`src/rtl/ddr3_axi_rd_arbiter_if.sv`:
```
// ddr3_axi_rd_arbiter_if: requester command/data ports and AXI4 AR/R channel of the read arbiter
interface ddr3_axi_rd_arbiter_if #(parameter int C_ID_WIDTH = 2);
  logic                  phy_init_done;
  logic                  req0_valid, req0_ready, req1_valid, req1_ready;
  logic [31:0]           req0_addr, req1_addr;
  logic [7:0]            req0_len, req1_len;
  logic [31:0]           rd0_data, rd1_data;
  logic                  rd0_valid, rd0_last, rd0_ready, rd1_valid, rd1_last, rd1_ready;
  logic [C_ID_WIDTH-1:0] m_axi_arid, m_axi_rid;
  logic [31:0]           m_axi_araddr, m_axi_rdata;
  logic [7:0]            m_axi_arlen;
  logic [2:0]            m_axi_arsize;
  logic [1:0]            m_axi_arburst, m_axi_rresp;
  logic                  m_axi_arvalid, m_axi_arready, m_axi_rlast, m_axi_rvalid, m_axi_rready;
  logic                  err_pulse, busy;
  modport master (
    input  phy_init_done, req0_valid, req0_addr, req0_len, rd0_ready,
           req1_valid, req1_addr, req1_len, rd1_ready,
           m_axi_arready, m_axi_rid, m_axi_rdata, m_axi_rresp, m_axi_rlast, m_axi_rvalid,
    output req0_ready, rd0_data, rd0_valid, rd0_last, req1_ready, rd1_data, rd1_valid, rd1_last,
           m_axi_arid, m_axi_araddr, m_axi_arlen, m_axi_arsize, m_axi_arburst, m_axi_arvalid,
           m_axi_rready, err_pulse, busy
  );
  modport slave (
    output phy_init_done, req0_valid, req0_addr, req0_len, rd0_ready,
           req1_valid, req1_addr, req1_len, rd1_ready,
           m_axi_arready, m_axi_rid, m_axi_rdata, m_axi_rresp, m_axi_rlast, m_axi_rvalid,
    input  req0_ready, rd0_data, rd0_valid, rd0_last, req1_ready, rd1_data, rd1_valid, rd1_last,
           m_axi_arid, m_axi_araddr, m_axi_arlen, m_axi_arsize, m_axi_arburst, m_axi_arvalid,
           m_axi_rready, err_pulse, busy
  );
endinterface

```
`src/rtl/ddr3_axi_rd_arbiter.sv`:
```
// ddr3_axi_rd_arbiter: round-robin two-requester burst-read sequencer onto one AXI4 AR/R channel
module ddr3_axi_rd_arbiter #(
  parameter logic [31:0] C_BASEADDR = 32'hA4000000,
  parameter logic [31:0] C_HIGHADDR = 32'hA7FFFFFF,
  parameter int          C_ID_WIDTH = 2
) (
  input logic clk,
  input logic rst,
  ddr3_axi_rd_arbiter_if.master bus
);
  typedef enum logic [1:0] {WAIT_INIT, IDLE, ADDR, DATA} state_t;
  state_t      state, nxt;
  logic        last_g, g_q, rej_q;
  logic [31:0] addr_q;
  logic [7:0]  len_q, cnt;
  logic        pick, grant, legal, in_data, beat, cnt_zero, fin, beat_err;
  logic [31:0] sel_addr;
  logic [7:0]  sel_len;
  logic [32:0] end_addr;
  always_comb begin
    pick     = (bus.req0_valid & bus.req1_valid) ? ~last_g : bus.req1_valid;
    grant    = (state == IDLE) & (bus.req0_valid | bus.req1_valid);
    sel_addr = pick ? bus.req1_addr : bus.req0_addr;
    sel_len  = pick ? bus.req1_len : bus.req0_len;
    end_addr = {1'b0, sel_addr} + {23'b0, sel_len, 2'b00} + 33'd3;
    legal    = (sel_addr >= C_BASEADDR) && (end_addr <= {1'b0, C_HIGHADDR}) && (sel_addr[1:0] == 2'b00);
    in_data  = state == DATA;
    beat     = in_data & bus.m_axi_rvalid & bus.m_axi_rready;
    cnt_zero = cnt == 8'd0;
    fin      = beat & (bus.m_axi_rlast | cnt_zero);
    // burst length disagreement is flagged in either direction; the beat still passes through
    beat_err = beat & ((bus.m_axi_rresp != 2'b00) | (bus.m_axi_rlast != cnt_zero));
    nxt      = state;
    unique case (state)
      WAIT_INIT: nxt = bus.phy_init_done ? IDLE : WAIT_INIT;
      IDLE:      nxt = (grant & legal) ? ADDR : IDLE;
      ADDR:      nxt = bus.m_axi_arready ? DATA : ADDR;
      DATA:      nxt = fin ? IDLE : DATA;
    endcase
  end
  always_ff @(posedge clk)
    if (rst) state <= WAIT_INIT;
    else state <= nxt;
  always_ff @(posedge clk)
    if (rst) begin
      last_g <= 1'b1;
      g_q    <= 1'b0;
      rej_q  <= 1'b0;
      addr_q <= '0;
      len_q  <= '0;
      cnt    <= '0;
    end else begin
      rej_q <= grant & ~legal;
      if (grant) begin
        last_g <= pick;
        g_q    <= pick;
        addr_q <= sel_addr;
        len_q  <= sel_len;
      end
      if (state == ADDR && bus.m_axi_arready) cnt <= len_q;
      else if (beat) cnt <= cnt - 8'd1;
    end
  assign bus.req0_ready    = grant & ~pick;
  assign bus.req1_ready    = grant & pick;
  assign bus.m_axi_arvalid = state == ADDR;
  assign bus.m_axi_araddr  = bus.m_axi_arvalid ? addr_q : '0;
  assign bus.m_axi_arlen   = bus.m_axi_arvalid ? len_q : '0;
  assign bus.m_axi_arid    = bus.m_axi_arvalid ? C_ID_WIDTH'(g_q) : '0;
  assign bus.m_axi_arsize  = 3'b010;
  assign bus.m_axi_arburst = 2'b01;
  assign bus.m_axi_rready  = in_data & (g_q ? bus.rd1_ready : bus.rd0_ready);
  assign bus.rd0_valid     = in_data & ~g_q & bus.m_axi_rvalid;
  assign bus.rd1_valid     = in_data & g_q & bus.m_axi_rvalid;
  assign bus.rd0_data      = (in_data & ~g_q) ? bus.m_axi_rdata : '0;
  assign bus.rd1_data      = (in_data & g_q) ? bus.m_axi_rdata : '0;
  assign bus.rd0_last      = bus.rd0_valid & (bus.m_axi_rlast | cnt_zero);
  assign bus.rd1_last      = bus.rd1_valid & (bus.m_axi_rlast | cnt_zero);
  assign bus.err_pulse     = rej_q | beat_err;
  assign bus.busy          = (state == ADDR) | in_data;
endmodule

```
`src/flat_wrapper.sv`:
```
// flat-port wrapper written by rule: the top's interface ports become plain ports
module ddr3_axi_rd_arbiter_flat 
#(
  parameter logic [31:0] C_BASEADDR = 32'hA4000000,
  parameter logic [31:0] C_HIGHADDR = 32'hA7FFFFFF,
  parameter int          C_ID_WIDTH = 2
)
  (clk, rst, bus_phy_init_done, bus_req0_valid, bus_req0_addr, bus_req0_len, bus_rd0_ready, bus_req1_valid, bus_req1_addr, bus_req1_len, bus_rd1_ready, bus_m_axi_arready, bus_m_axi_rid, bus_m_axi_rdata, bus_m_axi_rresp, bus_m_axi_rlast, bus_m_axi_rvalid, bus_req0_ready, bus_rd0_data, bus_rd0_valid, bus_rd0_last, bus_req1_ready, bus_rd1_data, bus_rd1_valid, bus_rd1_last, bus_m_axi_arid, bus_m_axi_araddr, bus_m_axi_arlen, bus_m_axi_arsize, bus_m_axi_arburst, bus_m_axi_arvalid, bus_m_axi_rready, bus_err_pulse, bus_busy);
  ddr3_axi_rd_arbiter_if #(.C_ID_WIDTH(C_ID_WIDTH)) bus_i ();
  input logic clk;
  input logic rst;
  input wire logic [$bits(bus_i.phy_init_done)-1:0] bus_phy_init_done;
  input wire logic [$bits(bus_i.req0_valid)-1:0] bus_req0_valid;
  input wire logic [$bits(bus_i.req0_addr)-1:0] bus_req0_addr;
  input wire logic [$bits(bus_i.req0_len)-1:0] bus_req0_len;
  input wire logic [$bits(bus_i.rd0_ready)-1:0] bus_rd0_ready;
  input wire logic [$bits(bus_i.req1_valid)-1:0] bus_req1_valid;
  input wire logic [$bits(bus_i.req1_addr)-1:0] bus_req1_addr;
  input wire logic [$bits(bus_i.req1_len)-1:0] bus_req1_len;
  input wire logic [$bits(bus_i.rd1_ready)-1:0] bus_rd1_ready;
  input wire logic [$bits(bus_i.m_axi_arready)-1:0] bus_m_axi_arready;
  input wire logic [$bits(bus_i.m_axi_rid)-1:0] bus_m_axi_rid;
  input wire logic [$bits(bus_i.m_axi_rdata)-1:0] bus_m_axi_rdata;
  input wire logic [$bits(bus_i.m_axi_rresp)-1:0] bus_m_axi_rresp;
  input wire logic [$bits(bus_i.m_axi_rlast)-1:0] bus_m_axi_rlast;
  input wire logic [$bits(bus_i.m_axi_rvalid)-1:0] bus_m_axi_rvalid;
  output wire logic [$bits(bus_i.req0_ready)-1:0] bus_req0_ready;
  output wire logic [$bits(bus_i.rd0_data)-1:0] bus_rd0_data;
  output wire logic [$bits(bus_i.rd0_valid)-1:0] bus_rd0_valid;
  output wire logic [$bits(bus_i.rd0_last)-1:0] bus_rd0_last;
  output wire logic [$bits(bus_i.req1_ready)-1:0] bus_req1_ready;
  output wire logic [$bits(bus_i.rd1_data)-1:0] bus_rd1_data;
  output wire logic [$bits(bus_i.rd1_valid)-1:0] bus_rd1_valid;
  output wire logic [$bits(bus_i.rd1_last)-1:0] bus_rd1_last;
  output wire logic [$bits(bus_i.m_axi_arid)-1:0] bus_m_axi_arid;
  output wire logic [$bits(bus_i.m_axi_araddr)-1:0] bus_m_axi_araddr;
  output wire logic [$bits(bus_i.m_axi_arlen)-1:0] bus_m_axi_arlen;
  output wire logic [$bits(bus_i.m_axi_arsize)-1:0] bus_m_axi_arsize;
  output wire logic [$bits(bus_i.m_axi_arburst)-1:0] bus_m_axi_arburst;
  output wire logic [$bits(bus_i.m_axi_arvalid)-1:0] bus_m_axi_arvalid;
  output wire logic [$bits(bus_i.m_axi_rready)-1:0] bus_m_axi_rready;
  output wire logic [$bits(bus_i.err_pulse)-1:0] bus_err_pulse;
  output wire logic [$bits(bus_i.busy)-1:0] bus_busy;
  assign bus_i.phy_init_done = bus_phy_init_done;
  assign bus_i.req0_valid = bus_req0_valid;
  assign bus_i.req0_addr = bus_req0_addr;
  assign bus_i.req0_len = bus_req0_len;
  assign bus_i.rd0_ready = bus_rd0_ready;
  assign bus_i.req1_valid = bus_req1_valid;
  assign bus_i.req1_addr = bus_req1_addr;
  assign bus_i.req1_len = bus_req1_len;
  assign bus_i.rd1_ready = bus_rd1_ready;
  assign bus_i.m_axi_arready = bus_m_axi_arready;
  assign bus_i.m_axi_rid = bus_m_axi_rid;
  assign bus_i.m_axi_rdata = bus_m_axi_rdata;
  assign bus_i.m_axi_rresp = bus_m_axi_rresp;
  assign bus_i.m_axi_rlast = bus_m_axi_rlast;
  assign bus_i.m_axi_rvalid = bus_m_axi_rvalid;
  assign bus_req0_ready = bus_i.req0_ready;
  assign bus_rd0_data = bus_i.rd0_data;
  assign bus_rd0_valid = bus_i.rd0_valid;
  assign bus_rd0_last = bus_i.rd0_last;
  assign bus_req1_ready = bus_i.req1_ready;
  assign bus_rd1_data = bus_i.rd1_data;
  assign bus_rd1_valid = bus_i.rd1_valid;
  assign bus_rd1_last = bus_i.rd1_last;
  assign bus_m_axi_arid = bus_i.m_axi_arid;
  assign bus_m_axi_araddr = bus_i.m_axi_araddr;
  assign bus_m_axi_arlen = bus_i.m_axi_arlen;
  assign bus_m_axi_arsize = bus_i.m_axi_arsize;
  assign bus_m_axi_arburst = bus_i.m_axi_arburst;
  assign bus_m_axi_arvalid = bus_i.m_axi_arvalid;
  assign bus_m_axi_rready = bus_i.m_axi_rready;
  assign bus_err_pulse = bus_i.err_pulse;
  assign bus_busy = bus_i.busy;
  ddr3_axi_rd_arbiter #(.C_BASEADDR(C_BASEADDR), .C_HIGHADDR(C_HIGHADDR), .C_ID_WIDTH(C_ID_WIDTH)) u_core (.clk(clk), .rst(rst), .bus(bus_i));
endmodule
```
`config.mk`:
```
export PLATFORM = sky130hd
export DESIGN_NAME = ddr3_axi_rd_arbiter_flat
export DESIGN_NICKNAME = d
export VERILOG_FILES = /design/src/rtl/ddr3_axi_rd_arbiter_if.sv /design/src/rtl/ddr3_axi_rd_arbiter.sv /design/src/flat_wrapper.sv
export SDC_FILE = /design/constraint.sdc
export NUM_CORES = 1
export LEC_CHECK = 0
export ABC_AREA = 1
export CAP_MARGIN = 40
export CORE_ASPECT_RATIO = 1.4
export CORE_MARGIN = 2
export CORE_UTILIZATION = 38
export CTS_BUF_LIST = sky130_fd_sc_hd__clkbuf_16
export DETAILED_ROUTE_END_ITERATION = 7
export PLACE_DENSITY = 0.78
export SLEW_MARGIN = 20
export SYNTH_ARGS = -nofsm -noshare
export SYNTH_HDL_FRONTEND = slang
export SYNTH_SLANG_ARGS = --single-unit
```
`constraint.sdc`:
```
create_clock -name clk -period 3.4 [get_ports clk]
set_input_delay 0.68 -clock clk [delete_from_list [all_inputs] [get_ports clk]]
set_output_delay 0.68 -clock clk [all_outputs]
set_load 0.02 [all_outputs]
```
==> results of run 1 <==
## worst max path at each step
stage	end	depth (start not counted)	slack, ns	start
after floorplan	u_core.state[1]	27	0.03	bus_req0_valid
after CTS	u_core.state[1]	24	0.004	bus_req0_valid
after global placement	u_core.state[1]	23	-0.52	bus_req0_valid
after global routing	u_core.state[1]	22	-0.09	bus_req0_valid
after detailed placement	u_core.state[1]	26	-0.58	bus_req0_valid
final	u_core.state[1]	21	0.10	bus_req0_valid
## through the flow
step	power [mW]	area, sq um	hold WS (ns)	util
after floorplan	1.24	5270	0.456	-
after global placement	1.70	8530	0.481	0.640
after detailed placement	1.71	8530	0.497	0.640
after CTS	2.36	8930	0.508	0.670
after global routing	2.62	9230	0.538	0.693
final	2.50	9230	0.502	0.693
## tightest hold or removal path: cells and delay by family (launching register included)
family	cells	cell delay (ns)
flip-flops	1	0.32
AND/OR/NAND/NOR	1	0.06
AO/OA/AOI/OAI	1	0.08
## layout make-up
type	instances	area (sq um)	area share
sequential	53	1060	0.115
timing repair inverter	1	8.76	0.000949
clock buffer	5	125	0.0136
multi-input combinational	663	3670	0.398
timing repair buffer	370	3460	0.375
clock inverter	3	45.0	0.00488
tap	182	228	0.0247
inverter	164	628	0.0680
## sequential cells by signal, indices dropped and copies added, names as in the netlist
register and flops:
u_core.last_g 1, u_core.rej_q 1, u_core.state 2, u_core.g_q 1, u_core.len_q 8, u_core.cnt 8
u_core.addr_q 32
## power breakdown
| part | internal [mW] | switching (mW) |
|---|---|---|
| combinational | 0.581 | 0.628 |
| sequential | 0.669 | 0.0257 |
| clock | 0.351 | 0.245 |
| total | 1.60 | 0.899 |
## cells in the final DEF (no fill, tap or decap), types with 6 or more instances in the layout
cell	synthesis	final
nor2_2	9	12
nand2_4	4	13
nand3_1	44	39
clkdlybuf4s50_1	0	236
inv_1	157	153
ha_4	0	7
a31oi_1	18	17
nand3_2	4	7
nand2_1	193	160
inv_2	5	10
conb_1	2	6
nor2_1	165	158
o21ai_0	61	61
o21ai_2	9	8
buf_4	7	123
dfxtp_1	53	53
a21oi_1	40	39
nor2_4	7	11
nand2_2	19	43
nand4_1	18	18
xor2_1	13	12
o21ai_1	12	11
## cell families (layout without fill, tap and decap cells)
kind of cell	count (synthesis)	count (layout)	share of synthesized area
xor+xnor	15	15	0.0254
flops	53	53	0.205
compound gates	152	152	0.167
fa+ha+maj	13	13	0.0314
buf+inv	204	543	0.161
other cells	2	6	0.00145
simple gates	477	477	0.409
## routing by layer
metal / vias to the layer above / track usage / part of all wire
met3: 64 / 0.0437 / 0.086
met1: 3236 / 0.298 / 0.37
met4: 0 / 0.115 / 0.042
li1: 3538 / - / -
met2: 384 / 0.483 / 0.51
met5: - / 0 / 0
## timing repair
| item | CTS | global route |
|---|---|---|
| buffers inserted | 9 | 9 |
| hold buffers | 0 | 0 |
| pin swaps | 14 | 35 |
| setup endpoints to repair | 4 | 3 |
| gates resized for setup | 30 | 70 |
| gates cloned | 2 | 0 |
==> impl_results.md, run 1 <==
- Outcome: finished, final reports clean
- Req. time, crit path: roughly 3.6 ns
- Tot GR Track Use: 0.266
- Normalized max-slew margin: 0.497
- Max stage delay on crit path: ~0.32 ns
- Residual DRC: 0
- Final net count: 1,397
- Initial antenna violation count: 0
- Crit-path slowest cell: ha_4
- Clock root cell: clkbuf_16
- Total CTS buffers: 5
- Die width: roughly 100 microns
- DRT antenna net count: 0
- Synth cell count leaders: nand2_1 (193), nor2_1 (165), inv_1 (157), o21ai_0 (61), dfxtp_1 (53)
- Vias per cell: approximately 5
- Final TNS setup: 0 ns
- CTS tree: yes
- Fin. max-slew vios: 0
- Post-synthesis sequential area ratio: 0.205
- I/O Buffers: 238
- Clock Sink Count: between 50 and 60
- Fmax: 303 MHz
- Pre-Repair DR Iteration Count: 5
- Area contributors post-synth: dfxtp_1 (21%), nand2_1 (14%), nor2_1 (12%), inv_1 (11%), o21ai_0 (5.9%)
- Via count: around 7,200
- Max-cap violations: 0
- Crit-path max FO: 7
- Clock Skew: 0.0151 ns
- # IOs: between 200 and 250
- EDFF count, synth: 0
- Critical path endpoint category: flip-flop
- Worst vdd rail ir drop: around 0.19 mV
- Hold WC Path Type: reg -> reg
- CP Cell Sequence: buf_6, nand2_4, nand2_4, buf_6, clkinv_4, nand2_1, nand2_1, ha_4, nand2_1, nor2_2, nand3_2, nand3_4, buf_4, xor2_1, and3_1, nand4_1, nor2_2, nand3_1, nand2_1, nand4_1, a21oi_1
- Post-Syn Area: 5170 sq um
- Slew @ Worst Pin: 0.753 ns
- Cell taking the most area after synthesis: dfxtp_1
- HP Start: u_core.len_q[0]
- Reg-to-reg slack, setup: roughly 0.12 ns
- Ys async rst share: 0
- WL/cell: approximately 15 microns
- CP Data Arrival Time: 3.52 ns
- Placed cells: roughly 1,400
- Antenna diode count: 0
- Fill cell count: 1,115
- Htree depth: 2
- Syn Area/Cell: roughly 5.6 sq um
- P&R area growth vs syn: 78.4%
- Dpl hpwl: approximately 16,000 microns
- Largest net degree at the start of global routing: 83
- Area share of the largest cell type after synthesis: 0.205
- Hold worst-path end: u_core.cnt[0]
- Worst-Skew Late Latency: 0.31 ns
- Top delay family on crit path: simple AND/OR/NAND/NOR gates
- Vias in the first global route: ~6,200
- Core Region: between 10,000 and 15,000 sq um
- Die area: approximately 15,000 sq um
- RR Startpoint: u_core.last_g
- Syn Inst Count: 916
- Setup crit start kind: input port
- PwrDens: around 270 nW/um^2
- First-pass GRT wire length: 30,400 microns
- Tmin final: between 3 and 4 ns
- Synthesis-stage register bit count: 53
- CP most frequent cell: nand2_1
- Critical path type: in -> reg
- Synth warn: 0
- Chip height: about 140 microns
- Distinct cells, synth: between 40 and 50
- RSZ-0062 raised after global routing: yes
- Crit path buffers/inverters: 4
- Leakage: roughly 4.3 nW
- Hold path depth: 2
- Worst-path clk slew: about 0.07 ns
- R2R depth: 20
- Final worst slack: between 0.1 and 0.15 ns
- Final cell count without fillers: about 1,400
- Global route total overflow: 0
- Max clock buf depth: 2
- FF-to-FF End: u_core.state[1]
- Synth Flop Type: dfxtp_1
- Fin. Hold Viols: 0
- Final setup violation count: 0
- Initial Utilization: 0.388
- FP Rows: 50
- Final WL: around 21,000 microns
- DRT iter0 DRCs: 512
- Most common cell in the netlist: nand2_1
- Final period util: 0.970
- Post-place setup slack: -0.578 ns
- Layout cell share with drive strength beyond 1: 0.217
- Routability cong.: 0.921
Note: power is estimated with default switching activity, not from simulation.
==> inputs of run 2 (changes only) <==
CORE_UTILIZATION = 39   (was 38)
CTS_BUF_LIST = sky130_fd_sc_hd__clkbuf_4 sky130_fd_sc_hd__clkbuf_8   (was sky130_fd_sc_hd__clkbuf_16)
PLACE_DENSITY = 0.8   (was 0.78)
==> run 2 against run 1 <==
Compared with the run above: critical path depth is 4 higher; clock skew grew 0.0050 ns; power is 11% lower; cell count down 2.2%; first-iteration DRC count fell by 29%; highest routed layer unchanged; hold slack improved by 0.0056 ns; non-clock buffer count is 3 lower; clock power shrank 35%; via count down 3.2%; maximum frequency rose by 2.8%; global-route usage down 0.34 points; sequential power is essentially flat.
==> impl_results.md, run 2 (synthesis results as in run 1) <==
- FP Rows: 49 (-2.0%)
- Worst-Skew Late Latency: 0.32 ns (about the same)
- Hold WC Path Type: reg -> reg
- Crit-path max FO: 6 (-1)
- Residual DRC: 0 (unchanged)
- Post-place setup slack: -0.656 ns (-0.0780 ns)
- Chip height: 140 microns (-1.3%)
- Routability cong.: 0.911 (-1.1%)
- Switching Fraction: 0.386 (+0.0258)
- Max clock buf depth: 2 (unchanged)
- Die area: 14,200 sq um (-2.5%)
- Clock power frac: 0.174 (-0.064)
- Critical path endpoint category: flip-flop
- Final WL: 20,100 microns (-6.3%)
- Worst-path clk slew: 0.11 ns (+0.04 ns)
- Vias in the first global route: 6,377 (+2.1%)
- Tmin final: 3.21 ns (-0.0890 ns)
- Global route total overflow: 0 (unchanged)
- Clock Skew: 0.0201 ns (+0.00498 ns)
- Via count: 6,992 (-3.2%)
- Clock Sink Count: 53 (unchanged)
- CP Data Arrival Time: 3.39 ns (-0.13 ns)
- Antenna diode count: 0 (unchanged)
- CTS tree: yes
- Top delay family on crit path: simple AND/OR/NAND/NOR gates
- Slew @ Worst Pin: 0.743 ns (-0.00997 ns)
- Htree depth: 2 (unchanged)
- # IOs: 247 (unchanged)
- Outcome: finished, final reports clean
- Crit path buffers/inverters: 4 (unchanged)
- Area of placed instances: 8480 sq um (-0.57%)
- PwrDens: 245 nW/um^2 (-9.4%)
- Crit-path slowest cell: ha_4
- Comb pwr share: 0.513 (+0.029)
- Pre-Repair DR Iteration Count: 5 (unchanged)
- Clock root cell: clkbuf_8
- Initial antenna violation count: 0 (unchanged)
- Fmax: 312 MHz (+2.8%)
- Internal power: 1.37 mW (-15%)
- Initial Utilization: 0.402 (+0.0136)
- First-pass GRT wire length: 30,000 microns (-1.3%)
- Commonest non-fill, non-tap cell in the layout: clkdlybuf4s50_1
- Fin. max-slew vios: 0 (unchanged)
- Fin. Hold Viols: 0 (unchanged)
- Sequential share of power: 0.314 (+0.036)
- Leakage: 4.21 nW (-1.5%)
- Normalized max-slew margin: 0.504 (+0.00665)
- Most frequent cells in the layout: clkdlybuf4s50_1 (234), nand2_1 (170), nor2_1 (161), inv_1 (153), buf_4 (122)
- Critical path type: in -> reg
- Largest Register: u_core.addr_q
- Tot GR Track Use: 0.262 (-0.00343)
- Largest register FFs: 32 (unchanged)
- Psw: 857 uW (-4.7%)
- Vias per cell: 4.96 (-0.99%)
- Total CTS buffers: 5 (unchanged)
- WL/cell: 14.3 microns (-4.1%)
- Final setup violation count: 0 (unchanged)
- Max-cap violations: 0 (unchanged)
- Final net count: 1,394 (-0.21%)
- Final worst slack: 0.191 ns (+0.0890 ns)
- Setup crit start kind: input port
- Dpl hpwl: 15,700 microns (-2.7%)
- Final instance area: 9060 sq um (-1.8%)
- Die width: 101 microns (-1.2%)
- Final TNS setup: 0 ns (unchanged)
- Largest regs: u_core.addr_q: 32 flops, u_core.cnt: 8 flops, u_core.len_q: 8 flops
- DRT antenna net count: 0 (unchanged)
- Final period util: 0.944 (-0.0262)
- DRT iter0 DRCs: 363 (-29%)
- Layout cell share with drive strength beyond 1: 0.206 (-0.0106)
- Largest net degree at the start of global routing: 83 (unchanged)
- Req. time, crit path: 3.59 ns (-0.03 ns)
- I/O Buffers: 238 (unchanged)
- Max stage delay on crit path: 0.29 ns (-0.03 ns)
- CP most frequent cell: nand2_1
- Design Power: 2.22 mW (-11%)
- Worst vdd rail ir drop: 0.201 mV (+5.9%)
- Core Region: 12,900 sq um (-3.4%)
- P&R area growth vs syn: 75.2%
-- run 2: per-stage QoR --
stage	cells	util	hold slack, ns
2_1_floorplan	920	-	0.456
3_3_place_gp	1385	0.659	0.472
3_5_place_dp	1385	0.659	0.489
4_1_cts	1400	0.682	0.506
5_1_grt	1409	0.704	0.522
6_report	1409	0.704	0.508
-- run 2: final timing paths --
path	slack, ns	cells past startpoint	startpoint	to
setup / recovery	0.19	25	bus_req1_valid	u_core.state[1]
hold / removal	0.51	2	u_core.cnt[7]	u_core.cnt[7]
setup reg to reg	0.27	23	u_core.last_g	u_core.state[1]
hold reg to reg	0.51	2	u_core.cnt[7]	u_core.cnt[7]
-- run 2: power by group through the flow --
stage	registers, mW	clock network, mW	logic (mW)
floorplan	0.700	0	0.537
global placement	0.707	0	0.982
global route	0.702	0.421	1.24
CTS	0.695	0.395	1.05
detailed placement	0.709	0	0.995
finish	0.697	0.386	1.14
-- run 2: cell type report --
| type | count | area (sq um) |
|---|---|---|
| Fill cell | 1073 | 3810 |
| Multi-Input combinational cell | 664 | 3670 |
| Timing Repair Buffer | 367 | 3420 |
| Sequential cell | 53 | 1060 |
| Inverter | 164 | 629 |
| Tap cell | 153 | 191 |
| Clock buffer | 5 | 68.8 |
| Clock inverter | 3 | 25.0 |
-- run 2: tightest hold or removal path, stage by stage (launching register included) --
cell and delay [ns]:
dfxtp_1 0.35, nand2_1 0.07, a21oi_1 0.06
-- run 2: timing repair --
| item | CTS | global route |
|---|---|---|
| setup buffers | 5 | 9 |
| endpoints found under the setup margin | 3 | 3 |
| gates resized for setup | 29 | 56 |
| gates cloned | 2 | 0 |
| hold buffers | 0 | 0 |
| endpoints found under the hold margin | 0 | 0 |
| pin swaps | 19 | 31 |
-- run 2: per-layer routing --
metal / track usage / part of all wire
met5: 0 / 0
met4: 0.112 / 0.048
met3: 0.0319 / 0.065
met2: 0.483 / 0.51
met1: 0.297 / 0.38
